<file path="src/rtl/uart_packet_arbiter_pkg.sv">
// Shared constants and types for the UART packet arbiter: sync byte,
// source IDs, FSM states and sizing helper.
package uart_packet_arbiter_pkg;

  localparam logic [7:0] SYNC_DEFAULT = 8'hA5;
  localparam logic [3:0] ID_ECG       = 4'hE;
  localparam logic [3:0] ID_TCH       = 4'h7;

  typedef enum logic [2:0] {
    ST_IDLE,
    ST_SYNC,
    ST_HDR,
    ST_PAY,
    ST_CSUM
  } state_t;

  typedef enum logic {
    SRC_ECG,
    SRC_TCH
  } src_t;

  function automatic int unsigned max_bytes(input int unsigned a, input int unsigned b);
    return (a > b) ? a : b;
  endfunction

endpackage

</file>
<file path="src/rtl/uart_packet_arbiter_pkt_holder.sv">
// One-entry valid/ready holding buffer; ready is the registered inverse of full,
// and clear empties it when the arbiter takes the contents.
module pkt_holder #(
  parameter int unsigned WIDTH = 8
) (
  input  logic             clk,
  input  logic             rst,
  input  logic             in_valid,
  input  logic [WIDTH-1:0] in_data,
  output logic             ready,
  input  logic             clear,
  output logic             full,
  output logic [WIDTH-1:0] data
);

  always_ff @(posedge clk) begin
    if (rst) begin
      full <= 1'b0;
      data <= '0;
    end else if (clear) begin
      full <= 1'b0;
    end else if (in_valid && !full) begin
      full <= 1'b1;
      data <= in_data;
    end
  end

  assign ready = ~full;

endmodule

</file>
<file path="src/rtl/uart_packet_arbiter.sv">
// Round-robin, packet-atomic arbiter framing ECG and touch samples as
// SYNC, HDR, PAYLOAD (MSB first), CSUM onto a single UART TX byte stream.
module uart_packet_arbiter
  import uart_packet_arbiter_pkg::*;
#(
  parameter int unsigned ECG_BYTES = 6,
  parameter int unsigned TCH_BYTES = 2,
  parameter logic [7:0]  SYNC_BYTE = SYNC_DEFAULT
) (
  input  logic                   i_CLK,
  input  logic                   i_RST,
  input  logic                   i_ECG_VALID,
  input  logic [ECG_BYTES*8-1:0] i_ECG_DATA,
  output logic                   o_ECG_READY,
  input  logic                   i_TCH_VALID,
  input  logic [TCH_BYTES*8-1:0] i_TCH_DATA,
  output logic                   o_TCH_READY,
  output logic [7:0]             o_TX_DATA,
  output logic                   o_TX_VALID,
  input  logic                   i_TX_READY,
  output logic                   o_BUSY
);

  localparam int unsigned MAX_BYTES = max_bytes(ECG_BYTES, TCH_BYTES);
  localparam int unsigned SR_W      = MAX_BYTES * 8;
  localparam logic [2:0]  ECG_LAST  = 3'(ECG_BYTES - 1);
  localparam logic [2:0]  TCH_LAST  = 3'(TCH_BYTES - 1);

  logic                   ecg_full, tch_full, ecg_clear, tch_clear;
  logic [ECG_BYTES*8-1:0] ecg_q;
  logic [TCH_BYTES*8-1:0] tch_q;

  pkt_holder #(.WIDTH(ECG_BYTES * 8)) u_ecg_holder (
    .clk      (i_CLK),
    .rst      (i_RST),
    .in_valid (i_ECG_VALID),
    .in_data  (i_ECG_DATA),
    .ready    (o_ECG_READY),
    .clear    (ecg_clear),
    .full     (ecg_full),
    .data     (ecg_q)
  );

  pkt_holder #(.WIDTH(TCH_BYTES * 8)) u_tch_holder (
    .clk      (i_CLK),
    .rst      (i_RST),
    .in_valid (i_TCH_VALID),
    .in_data  (i_TCH_DATA),
    .ready    (o_TCH_READY),
    .clear    (tch_clear),
    .full     (tch_full),
    .data     (tch_q)
  );

  state_t          state, state_d;
  src_t            rr, rr_d, cur_src, cur_src_d;
  logic [3:0]      seq_ecg, seq_ecg_d, seq_tch, seq_tch_d;
  logic [2:0]      cnt, cnt_d;
  logic [SR_W-1:0] sr, sr_d;
  logic [7:0]      csum, csum_d, tx_data, tx_data_d;
  logic            tx_valid, tx_valid_d;
  logic            accept;
  logic [2:0]      last_idx;
  logic [7:0]      pay_byte;

  assign accept   = tx_valid & i_TX_READY;
  assign last_idx = (cur_src == SRC_ECG) ? ECG_LAST : TCH_LAST;
  assign pay_byte = sr[SR_W-1 -: 8];

  always_ff @(posedge i_CLK) begin
    if (i_RST) begin
      state    <= ST_IDLE;
      rr       <= SRC_ECG;
      cur_src  <= SRC_ECG;
      seq_ecg  <= '0;
      seq_tch  <= '0;
      cnt      <= '0;
      sr       <= '0;
      csum     <= '0;
      tx_data  <= '0;
      tx_valid <= 1'b0;
    end else begin
      state    <= state_d;
      rr       <= rr_d;
      cur_src  <= cur_src_d;
      seq_ecg  <= seq_ecg_d;
      seq_tch  <= seq_tch_d;
      cnt      <= cnt_d;
      sr       <= sr_d;
      csum     <= csum_d;
      tx_data  <= tx_data_d;
      tx_valid <= tx_valid_d;
    end
  end

  // The checksum accumulator is seeded with HDR at grant, so it doubles as
  // the HDR byte source in SYNC before payload bytes are folded in.
  always_comb begin
    state_d    = state;
    rr_d       = rr;
    cur_src_d  = cur_src;
    seq_ecg_d  = seq_ecg;
    seq_tch_d  = seq_tch;
    cnt_d      = cnt;
    sr_d       = sr;
    csum_d     = csum;
    tx_data_d  = tx_data;
    tx_valid_d = tx_valid;
    ecg_clear  = 1'b0;
    tch_clear  = 1'b0;

    case (state)
      ST_IDLE: begin
        if (ecg_full && (!tch_full || rr == SRC_ECG)) begin
          ecg_clear = 1'b1;
          sr_d      = SR_W'(ecg_q) << ((MAX_BYTES - ECG_BYTES) * 8);
          csum_d    = {ID_ECG, seq_ecg};
          seq_ecg_d = seq_ecg + 4'd1;
          rr_d      = SRC_TCH;
          cur_src_d = SRC_ECG;
          state_d   = ST_SYNC;
        end else if (tch_full) begin
          tch_clear = 1'b1;
          sr_d      = SR_W'(tch_q) << ((MAX_BYTES - TCH_BYTES) * 8);
          csum_d    = {ID_TCH, seq_tch};
          seq_tch_d = seq_tch + 4'd1;
          rr_d      = SRC_ECG;
          cur_src_d = SRC_TCH;
          state_d   = ST_SYNC;
        end
      end
      ST_SYNC: begin
        if (!tx_valid) begin
          tx_valid_d = 1'b1;
          tx_data_d  = SYNC_BYTE;
        end else if (accept) begin
          tx_data_d = csum;
          state_d   = ST_HDR;
        end
      end
      ST_HDR: begin
        if (accept) begin
          tx_data_d = pay_byte;
          csum_d    = csum ^ pay_byte;
          sr_d      = sr << 8;
          cnt_d     = '0;
          state_d   = ST_PAY;
        end
      end
      ST_PAY: begin
        if (accept) begin
          if (cnt == last_idx) begin
            tx_data_d = csum;
            state_d   = ST_CSUM;
          end else begin
            tx_data_d = pay_byte;
            csum_d    = csum ^ pay_byte;
            sr_d      = sr << 8;
            cnt_d     = cnt + 3'd1;
          end
        end
      end
      ST_CSUM: begin
        if (accept) begin
          tx_valid_d = 1'b0;
          state_d    = ST_IDLE;
        end
      end
      default: state_d = ST_IDLE;
    endcase
  end

  assign o_TX_DATA  = tx_data;
  assign o_TX_VALID = tx_valid;
  assign o_BUSY     = (state != ST_IDLE);

endmodule

</file>
<file path="config.mk">
export PLATFORM = sky130hd
export DESIGN_NAME = uart_packet_arbiter
export DESIGN_NICKNAME = d
export VERILOG_FILES = /design/src/rtl/uart_packet_arbiter_pkg.sv /design/src/rtl/uart_packet_arbiter_pkt_holder.sv /design/src/rtl/uart_packet_arbiter.sv
export SDC_FILE = /design/constraint.sdc
export NUM_CORES = 1
export LEC_CHECK = 0
export CORE_ASPECT_RATIO = 0.75
export CORE_MARGIN = 5
export CORE_UTILIZATION = 47
export CTS_BUF_LIST = sky130_fd_sc_hd__clkbuf_16
export DETAILED_ROUTE_END_ITERATION = 7
export PLACE_DENSITY = 0.68
export SKIP_CTS_REPAIR_TIMING = 1
export SYNTH_ARGS = -nofsm -noshare
export SYNTH_HDL_FRONTEND = slang
export SYNTH_HIERARCHICAL = 1
export SYNTH_SLANG_ARGS = --single-unit
</file>
<file path="constraint.sdc">
create_clock -name i_CLK -period 2.5 [get_ports i_CLK]
set_clock_uncertainty 0.05 [all_clocks]
set_input_delay 0.375 -clock i_CLK [delete_from_list [all_inputs] [get_ports i_CLK]]
set_output_delay 0.375 -clock i_CLK [all_outputs]
set_load 0.1 [all_outputs]
</file>
Yosys cells after proc, flatten, opt, wreduce, memory -nomap -nowiden. Cells that the tools add are included.

Memories kept: 0. Logic and storage cells: 106. Register bits: 147. Memory bits (read-only): 0. Output and inout bits: 12. Memory bits (writable): 0. Latch bits: 0. Input port bits: 69.

Multipliers: 0. Reductions and logical operators: 25. $add $sub $neg: 3. Divide/modulo/power cells: 0. Equality and inequality tests: 14. Muxes and demuxes: 42. Bitwise gates (word level): 8. Shifts and indexed selects: 0. $lt $le $gt $ge: 0.

Operators by type and width (count): 48-bit two-way mux (5); 48-bit one-hot mux with 3 select lines (1); 8-bit two-way mux (10); 8-bit one-hot mux with 3 select lines (2); 3-bit two-way mux (11); 3-bit one-hot mux with 5 select lines (1); 2-bit != test (second input constant) (7); 1-bit two-way mux (10); 2-bit AND reduction (5); 3-bit nonzero test (3); 4-bit by 1-bit adder with 4-bit output (second input constant) (2); 4-bit AND reduction (2); 8-bit bitwise XOR (1); 7-bit AND reduction (1); 3-bit by 2-bit equality test with 1-bit output (second input constant) (2); 1-bit NOT (6); 3-bit one-hot mux with 2 select lines (1); 2-bit nonzero test (3); 5-bit AND reduction (1); 2-bit OR reduction (2); 3-bit by 1-bit adder with 3-bit output (second input constant) (1); 3-bit by 1-bit equality test with 1-bit output (second input constant) (1); 3-bit equality test (1); 3-bit equality test (second input constant) (1); 9 further kinds (12).

Longest topological paths before layout.
Depth in word-level cells: 7. Depth in mapped cells: 8. Gate-level depth less buffers: 6.

Modules after synthesis. Netlist, hierarchy kept.

By module, submodules not included: uart_packet_arbiter (area each 4449.3 um^2, sequential area each 1621.6 um^2, times used 1, cells an instance 543); pkt_holder (u_ecg_holder) (area each 2164.6 um^2, sequential area each 980.9 um^2, times used 1, cells an instance 212); pkt_holder (u_tch_holder) (area each 768.2 um^2, sequential area each 340.3 um^2, times used 1, cells an instance 74).

Worst setup path after synthesis. OpenSTA, ideal clock, no wires.

Kind: reg-to-reg. Start point: register tx_valid (netlist: o_TX_VALID). End point: register csum[4]. Required time: 2317 ps. Data arrival time: 2204 ps. Setup time: 133 ps. Path buffers: 1. Slack: 113 ps. Stages on the path, launching flop included: 6. Clock period less this slack: 2387 ps. Cell sequence: dfxtp_1 nand2_1 clkbuf_1 a211o_1 a221oi_1 o32ai_1.

Longest elaborated chain between the ends: 3. Elaborated cells between the ends (all ways): 4. Classes of those cells: eq/ne (2); bitwise (1); reduce/logical (1).

RTL lines: start, declared (RTL line uart_packet_arbiter.sv:61) `logic tx_valid, tx_valid_d;`; start signal, assigned (RTL line uart_packet_arbiter.sv:92) `tx_valid <= tx_valid_d;`; 1-bit AND * (RTL line uart_packet_arbiter.sv:66) `assign accept = tx_valid & i_TX_READY;`; 2-bit != test (no source line); 5-bit AND reduction (no source line) *; end signal, assigned (RTL line uart_packet_arbiter.sv:90) `csum <= csum_d;`; end, declared (RTL line uart_packet_arbiter.sv:60) `logic [7:0] csum, csum_d, tx_data, tx_data_d;`.

Mark *: on every way between the ends. The rest lies on a longest branch, timed or not. A chain may end at the register's enable or synchronous reset.

Final worst setup path.
Start point: register u_ecg_holder.full. End point: register sr[15].

Longest elaborated chain between the ends: 3. Elaborated cells between the ends (all ways): 5. Classes of those cells: eq/ne (1); mux (2); reduce/logical (2).

RTL lines: start, declared (RTL line uart_packet_arbiter_pkt_holder.sv:12) `output logic full,`; start signal, assigned (RTL line uart_packet_arbiter_pkt_holder.sv:18) `full <= 1'b0;`; start signal, assigned (RTL line uart_packet_arbiter_pkt_holder.sv:21) `full <= 1'b0;`; start signal, assigned (RTL line uart_packet_arbiter_pkt_holder.sv:23) `full <= 1'b1;`; 1-bit logical AND * (RTL line uart_packet_arbiter.sv:114) `if (ecg_full && (!tch_full || rr == SRC_ECG)) begin`; 3-bit by 2-bit != test with 1-bit output (no source line) or 48-bit two-way mux (tied branches); 5-bit AND reduction (no source line) or 48-bit one-hot mux with 3 select lines (tied branches); end signal, assigned (RTL line uart_packet_arbiter.sv:89) `sr <= sr_d;`; end, declared (RTL line uart_packet_arbiter.sv:59) `logic [SR_W-1:0] sr, sr_d;`.

Marks and branches as above.

==> impl_results.md <==
* Worst Hold Path Cells at 2
* # diodes at 0
* Fmax at 0.450 GHz
* Ys async rst share at 0%
* Vias in the first global route at 5,812
* Mapped Nets at roughly 900
* Slew Limit Fails at 0
* FP Rows at 39
* Data required time of the critical path at 2790 ps
* Die Y at 119 µm
* Routed length per instance at about 17 µm
* 1st-pass router iterations at 5
* Antenna Nets Post-Route at 0
* CP Launch Type: register
* Largest cells by area after synthesis: dfxtp_1 40%, mux2i_1 15%, nand2b_1 11%, nand2_1 5.2%, a21oi_1 3.2%
* WHS Endpoint: sr[24]$_SDFFE_PP0P_
* Hold Crit Class: reg2reg
* Setup Viol. Count Final at 0
* Compound-cell area share of the yosys netlist at 14.0%
* Largest net degree at the start of global routing at 194
* Critical Path Start: u_ecg_holder/full$_SDFFE_PP0P_
* Max IR drop VDD at 0.000439 V
* Post-synth top area share at 39.9%
* Aggregate global routing overflow at 0
* Crit path DAT at between 2000 and 3000 ps
* Area grow syn2layout at 20.0%
* Slew of the pin with the lowest slew margin at 681 ps
* Clk sinks at 147
* Drt initial violations at 366
* Top Ports at between 80 and 90
* Warnings from Yosys at 6
* Initial Utilization at 48.2%
* Clk root buf: clkbuf_16
* Worst Setup End Kind: register
* Mux share of post-synthesis cell area at between 10% and 20%
* Vias post-DR at 5,933
* Hold path startpoint: sr[24]$_SDFFE_PP0P_
* Hold Violations, Final at 0
* Status: complete, no violations
* DP HPWL at 12.0 mm
* Area share of fa/ha/maj cells after synthesis at 0.678%
* Leak at between 3 and 4 nW
* Synth Area in XOR/XNOR at under 10%
* DIE WIDTH at approximately 150 µm
* Setup TNS Final at 0 ps
* Port Buf Inserts at 80
* Sequential share of the synthesized area at between 30% and 40%
* Total Power at 6.34 mW
* Largest family of logic cells by synthesized area: simple AND/OR/NAND/NOR gates
* Initial antenna violation count at 1
* Final worst path period need at 2220 ps
* TritonCTS clock tree: done
* CTS buffer count at 17
* Layout cells sized above 1 at under 10%
* Synth Cell Area at between 7000 and 8000 µm²
* Post-synth EDFFs at 0
* Post-layout util at 57.8%
* Total track usage at 20.1%
* Simple-gate portion of the synthesized area at between 20 and 25%
* Clk_lat worst skew at 420 ps
* Top-count cell post-synth: dfxtp_1
* R2R depth at 5
* Worst-path clk slew at 60 ps
* Max-cap violation count at 0
* DRC Markers at 0
* CTS H-tree depth at 4
* Cell area power density at 715 nW/µm²
* Kind of critical path: reg2reg
* Core Box Area at 15,300 µm²
* RR Startpoint: u_ecg_holder/full$_SDFFE_PP0P_
* Gate Count Post-Synth at 829
* Post-synth top cells: 147 x dfxtp_1, 130 x nand2b_1, 113 x mux2i_1, 103 x nand2_1, 47 x a21oi_1
* Slew HR at 54.6%
* FF+latch count, synth at 147
* Worst reg2reg endpoint: sr[15]$_SDFFE_PP0P_
* Unrepaired setup endpoints after global routing: no
* Total Nets Final at 954
* Placer Congestion at 0.829
* Vias/cell at around 5.4
* CP max FO at 16
* Count of cell types in the netlist at 57
* Final wirelength at 18.1 mm
* Die footprint at ~18,000 µm²
* First-pass GRT wire length at approximately 30 mm
* Post-synthesis average cell area at between 8 and 9 µm²
* Post-synth top area cell: dfxtp_1
* Fin crit share at 88.9%
* Synth Flop Type: dfxtp_1
* Max Root-Sink Buffers at 2
* R2R setup slack at 280 ps
-- per-layer routing --
| layer | track usage, % | vias up | wire length [µm] | share of wire [%] |
|---|---|---|---|---|
| li1 | - | 2947 | - | - |
| met1 | 30.1 | 2750 | 9280 | 51 |
| met2 | 28.4 | 208 | 7410 | 41 |
| met3 | 5.52 | 26 | 1200 | 6.6 |
| met4 | 5.52 | 2 | 241 | 1.3 |
| met5 | 0 | - | 13 | 0.072 |
-- how the worst max path moves through the flow --
stage	to	slack [ps]
after floorplan	csum[4]$_SDFFE_PP0P_	110
after global placement	o_TX_DATA[7]$_SDFFE_PP0P_	370
after detailed placement	sr[31]$_SDFFE_PP0P_	270
after CTS	sr[15]$_SDFFE_PP0P_	260
after global routing	sr[7]$_SDFFE_PP0P_	180
final	sr[15]$_SDFFE_PP0P_	280
-- power breakdown --
part	total (mW)	switching [mW]	internal, mW
logic	1.29	0.750	0.541
clock network	2.40	0.967	1.44
registers	2.64	0.133	2.51
-- kinds of logic after synthesis --
group                    Yosys count
multiplexers                     113
flip-flops                       147
buffers and inverters             78
adder cells (fa/ha/maj)            4
XOR/XNOR                           8
AO/OA/AOI/OAI                    151
AND/OR/NAND/NOR                  328
-- sequential cells by signal (all words and copies together) (netlist names), 3 cells and up --
register,count
u_tch_holder/data,16
cnt,3
seq_ecg,4
state,3
sr,48
o_TX_DATA,8
seq_tch,4
u_ecg_holder/data,48
csum,8
-- final cells by class --
type	instances	area, µm²
Clock buffer	17	425
Clock inverter	15	125
Fill cell	1322	6470
Inverter	13	48.8
Multi-Input combinational cell	604	4030
Sequential cell	147	2940
Tap cell	205	256
Timing Repair Buffer	98	1030
-- worst max-delay path: stages, from the launching register on --
cell     delay [ps]
dfxtp_1         380
or2_2           370
and2_1          300
o21ai_4         560
buf_12          250
mux2i_1         220
-- through the flow --
step	area, µm²	instances	hold WS (ps)	worst slack, ps
finish	8860	1099	408	277
CTS	8860	1099	413	255
detailed placement	8310	1067	401	274
global route	8860	1099	428	178
global placement	8310	1067	397	372
floorplan	7380	829	385	113
-- placed cells by master (no fill, tap or decap), types with 3 or more instances in the layout --
| cell | count |
|---|---|
| clkdlybuf4s50_1 | 67 |
| a211o_1 | 17 |
| nand2_1 | 103 |
| nand2b_1 | 130 |
| a21oi_1 | 47 |
| clkinv_2 | 3 |
| nor2_1 | 26 |
| dfxtp_1 | 147 |
| buf_4 | 21 |
| nand3_1 | 41 |
| mux2i_1 | 113 |
| clkinv_1 | 4 |
| and2_1 | 3 |
| ha_1 | 4 |
| a211oi_1 | 4 |
| o211ai_1 | 4 |
| o221a_2 | 4 |
| nor3_1 | 7 |
| or4_1 | 3 |
| o32ai_1 | 5 |
| inv_1 | 14 |
| o21ai_0 | 24 |
| xnor2_1 | 4 |
| buf_12 | 10 |
| a21o_1 | 29 |
| clkbuf_16 | 17 |
Power figures use the tool's default switching activity.
